### config.mk
export PLATFORM = sky130hd
export DESIGN_NAME = deskew_c
export DESIGN_NICKNAME = d
export VERILOG_FILES = /design/src/rtl/deskew_c.sv
export SDC_FILE = /design/constraint.sdc
export NUM_CORES = 1
export LEC_CHECK = 0
export CAP_MARGIN = 20
export CORE_AREA = 2 2 218 220
export DETAILED_ROUTE_END_ITERATION = 8
export DIE_AREA = 0 0 220 222
export PLACE_DENSITY = 0.76
export SYNTH_ARGS = -nofsm -noshare
export SYNTH_HDL_FRONTEND = slang
export SYNTH_SLANG_ARGS = --single-unit
### constraint.sdc
create_clock -name clk -period 23.4 [get_ports clk]
set_input_delay 5.85 -clock clk [delete_from_list [all_inputs] [get_ports clk]]
set_output_delay 5.85 -clock clk [all_outputs]
set_load 0.03 [all_outputs]
### src/rtl/deskew_c.sv
// Output de-skew buffer: re-aligns staggered array result lanes into whole rows.
// Optional synchronous flush port enabled by defining DESKEW_FLUSH_EN.
module deskew_c #(
    parameter  int BITS_C  = 16,
    parameter  int DIM     = 8,
    localparam int ROWBITS = $clog2(DIM)
) (
    input  logic                     clk,
    input  logic                     rst,
    input  logic                     en,
`ifdef DESKEW_FLUSH_EN
    input  logic                     flush,
`endif
    input  logic                     vin,
    input  logic signed [BITS_C-1:0] Cin  [DIM],
    output logic signed [BITS_C-1:0] Cout [DIM],
    output logic                     vout,
    output logic [ROWBITS-1:0]       rowcnt,
    output logic                     done
);

    localparam logic [ROWBITS-1:0] LAST = ROWBITS'(DIM - 1);

    logic           clr;
    logic [DIM-1:0] vpipe;

`ifdef DESKEW_FLUSH_EN
    assign clr = flush;
`else
    assign clr = 1'b0;
`endif

    // Lane i is issued i cycles late, so it needs DIM-i stages to land beside lane 0.
    for (genvar i = 0; i < DIM; i++) begin : g_lane
        localparam int DEPTH = DIM - i;
        logic signed [BITS_C-1:0] st [DEPTH];

        always_ff @(posedge clk or posedge rst) begin
            if (rst) begin
                for (int j = 0; j < DEPTH; j++) st[j] <= '0;
            end else if (clr) begin
                for (int j = 0; j < DEPTH; j++) st[j] <= '0;
            end else if (en) begin
                st[0] <= Cin[i];
                for (int j = 1; j < DEPTH; j++) st[j] <= st[j-1];
            end
        end

        assign Cout[i] = st[DEPTH-1];
    end

    // Gating with en keeps a stalled row from being counted on every held cycle.
    assign vout = vpipe[DIM-1] & en;

    always_ff @(posedge clk or posedge rst) begin
        if (rst) begin
            vpipe  <= '0;
            rowcnt <= '0;
            done   <= 1'b0;
        end else if (clr) begin
            vpipe  <= '0;
            rowcnt <= '0;
            done   <= 1'b0;
        end else begin
            done <= vout && (rowcnt == LAST);
            if (en) begin
                vpipe <= {vpipe[DIM-2:0], vin};
                if (vout) rowcnt <= (rowcnt == LAST) ? '0 : rowcnt + 1'b1;
            end
        end
    end

endmodule

# Word level (Yosys, flattened, before mapping)
# Cells that the tools add are included.
totals:
  regBits: 588
  input_bits: 132
  output_inout_bits: 133
  wordCells: 45
op_classes:
  addsub: 1
  n_eq_ne: 1
  muxes: 1
  bitwise_logic: 1
  n_reduce_logical: 2
op_table:
  columns: ["op", "n"]
  rows:
  - ["$add 3x1->3 const B", 1]
  - ["$eq 3x3->1 const B", 1]
  - ["$mux 3", 1]
  - ["$reduce_and 2->1", 1]
  - ["$and 1x1->1", 1]
  - ["$logic_and 1x1->1", 1]

# Logic depth before layout (Yosys ltp)
logic_depth:
  depth_word: 2
  depth_mapped: 4
  ltp_nobuf: 4

# Worst setup path after synthesis
# OpenSTA, ideal clock, no wires.
synth_timing:
  path_type: "input-to-output"
  startpoint: "in en"
  endpoint: "out vout"
  arrival_time_ns: 6.433
  setup_slack_ns: 11.117
  cell_stages: 4
  path_buffers: 2
  path_cell_list: "buf_6 buf_6 nand2_1 inv_1"
synth_between:
  elab_chain_len: 1
synth_lines:
  columns: ["item", "line_no", "rtl"]
  rows:
  - ["start: declaration", "10", "input logic en,"]
  - ["$and 1x1->1", "53", "assign vout = vpipe[DIM-1] & en;"]
  - ["end: declaration", "17", "output logic vout,"]
# No other way between the ends.

# Worst setup path after layout
# Same ends and word-level chain as after synthesis.

==> flow_metrics.py <==
metrics = {
    "status": {
        "status": "finished clean",
    },
    "finish": {
        "layout.nets": 1656,
        "fillerInstances": 3593,
        "drive_above_1_share_pct": 45.2,
        "finish.instance_area_um2": 27000,
        "multiInputGateArea_um2": 6650,
        "post-route-util_pct": 58.4,
        "regArea_um2": 14700,
        "synthToLayoutAreaGrowth_pct": 17.9,
    },
    "timing": {
        "skew_ps": 13.0,
        "max_freq_mhz": 75.6,
        "maxSlewHeadroom_pct": 29.2,
        "slew_viol_final": 0,
        "setup_viol": 0,
        "final-hold-violation-count": 0,
        "rsz0062_at_grt": "no",
        "post-route-period-util_pct": 56.5,
        "fin_setup_tns_ps": 0,
        "fin_crit_ps": 13230,
        "tightest_slew_ps": 1060,
    },
    "power": {
        "powerDensity_nw_per_um2": 106,
        "finalPower_mw": 2.86,
        "comb_power_share_pct": 19.5,
        "p_leak_nw": 11.5,
        "p_clk_share_pct": 33.5,
        "seq_power_share_pct": 47.0,
        "swShare_pct": 26.6,
        "irDropWorstVdd_v": 0.0000784,
        "p_switching_uw": 759,
        "p_int_mw": 2.10,
    },
    "grt": {
        "overflow": 0,
        "grt_max_degree": 203,
        "grt_antenna_before_repair": 6,
        "grt_pass1_wl_mm": 58.5,
        "grt_pass1_vias": 11300,
        "grt_use_total_pct": 14.7,
    },
    "clock_tree": {
        "cts_buffers": 60,
        "clk_pin_slew_ps": 60,
        "clockBufferDepth": 3,
        "cts_tree": "done",
        "cts_max_level": 2,
        "cts.repair.resized": 0,
        "root_buffer": "clkbuf_16",
        "insertion_delay_ps": 620,
        "cts_hold_buf": 0,
        "cts_num_sinks": 588,
        "post-cts-setup-buffers": 0,
    },
    "placed_design": {
        "hpwlAfterDp_mm": 22.0,
        "portBuffers": 264,
        "place_congestion": 0.731,
        "placed_area_um2": 24900,
    },
    "synthesis": {
        "syn_inst": 1359,
        "syn_area_per_cell_um2": 16.9,
        "ys_types": 10,
        "yosysSeqAreaShare_pct": 64.2,
        "synth_warnings": 0,
        "syn_nets": 1493,
        "synth_area_um2": 22900,
        "synth_seq_cells": 588,
    },
    "die": {
        "die-area_um2": 48800,
        "die_w_um": 220,
        "die_y_um": 222,
        "core_um2": 46300,
        "rows": 79,
        "ioPinCount": 265,
        "start_util_pct": 49.5,
    },
    "critical_path": {
        "arrival_ps": 7380,
        "crit_start": "en",
        "reg2reg_slack_ps": 22130,
        "cp.required_ps": 17550,
        "reg2reg_depth": 3,
        "crit_path_end_kind": "output port",
        "critical_path_class": "primary input to output port",
        "cp-start-kind": "primary input",
        "r2r-start": "rowcnt[0]$_DFFE_PP0P_",
        "path_max_fanout": 90,
    },
    "hold_path": {
        "whs_path_depth": 1,
        "min_path_type": "flip-flop to flip-flop",
        "hp-start": "g_lane[2].st[90]$_DFFE_PP0P_",
    },
    "drt": {
        "wl_mm": 35.2,
        "viasPerCell": 4.96,
        "drc": 0,
        "drtIter0Drc": 557,
        "ant_nets": 0,
        "num_vias": 10800,
        "wl_per_cell_um": 16.1,
        "dr.pass1.iters": 4,
    },
    "flow_run": {
        "maxCapViolations": 0,
    },
}
-- critical path, stage by stage --
cell	delay, ps
buf_8	460
nand2_1	240
inv_1	90
clkdlybuf4s50_1	670
-- per-stage QoR --
stage / setup WS, ps / std cells / hold WS (ps)
floorplan: 1100 / 1359 / 475
global placement: 10190 / 2064 / 481
detailed placement: 10180 / 2064 / 485
CTS: 10180 / 2177 / 495
global route: 10070 / 2180 / 506
finish: 10170 / 2181 / 493
-- worst paths after layout --
kind	to
worst max-delay path	vout
worst max register to register	rowcnt[2]$_DFFE_PP0P_
worst min register to register	g_lane[2].st[74]$_DFFE_PP0P_
worst min-delay path	g_lane[2].st[74]$_DFFE_PP0P_
max in group asynchronous	g_lane[0].st[70]$_DFFE_PP0P_
min in group asynchronous	Cout[69]$_DFFE_PP0P_
-- area by class of cell --
class	count	share of cell area, %
sequential	588	54.5
clock buffer	84	6.59
timing repair buffer	278	10.5
tap	607	2.81
antenna	1	0.00926
inverter	2	0.0556
multi-input combinational	592	24.6
clock inverter	29	1.00
-- cells by family after synthesis --
logic type	share of synthesized area [%]
AND/OR/NAND/NOR	0.0600
multiplexers	28.8
flip-flops	64.2
buffers and inverters	6.79
adder cells (fa/ha/maj)	0.109
-- power groups by stage --
stage / clock network [mW] / registers, mW / logic [mW]
final: 0.958 / 1.34 / 0.557
after global routing: 1.04 / 1.37 / 0.597
after CTS: 0.993 / 1.35 / 0.566
after detailed placement: 0 / 1.36 / 0.564
after global placement: 0 / 1.35 / 0.549
after floorplan: 0 / 1.34 / 0.454
-- placed cells by master, fill, tap and decap left out, drive strengths merged, types with 2 or more instances in the layout --
| cell | count |
|---|---|
| buf | 15 |
| inv | 4 |
| clkinvlp | 2 |
| ha | 2 |
| clkinv | 22 |
| clkdlybuf4s50 | 263 |
| clkbuf | 84 |
| bufinv | 3 |
| mux2 | 587 |
| dfrtp | 588 |
-- synth_stat cells --
master | number | share of area, %
ha_1 | 2 | 0.11
and3_1 | 1 | 0.027
nand2_1 | 1 | 0.016
nor2_1 | 1 | 0.016
buf_2 | 4 | 0.087
mux2_2 | 587 | 29
inv_1 | 2 | 0.033
buf_4 | 112 | 3.7
buf_6 | 61 | 3.0
dfrtp_1 | 588 | 64
-- layer usage --
layer | vias to the layer above | wire (um) | part of all wire (%) | track usage (%)
li1 | 4986 | - | - | -
met1 | 5534 | 15900 | 45 | 20.0
met2 | 206 | 16100 | 46 | 22.4
met3 | 73 | 2200 | 6.3 | 4.64
met4 | 12 | 926 | 2.6 | 5.09
met5 | - | 78 | 0.22 | 0
-- state kept, by name (all words and copies together) (netlist names) --
register and flops:
done 1, rowcnt 3, Cout 112, g_lane.st 464, vpipe 8
Note: power is estimated with default switching activity, not from simulation.
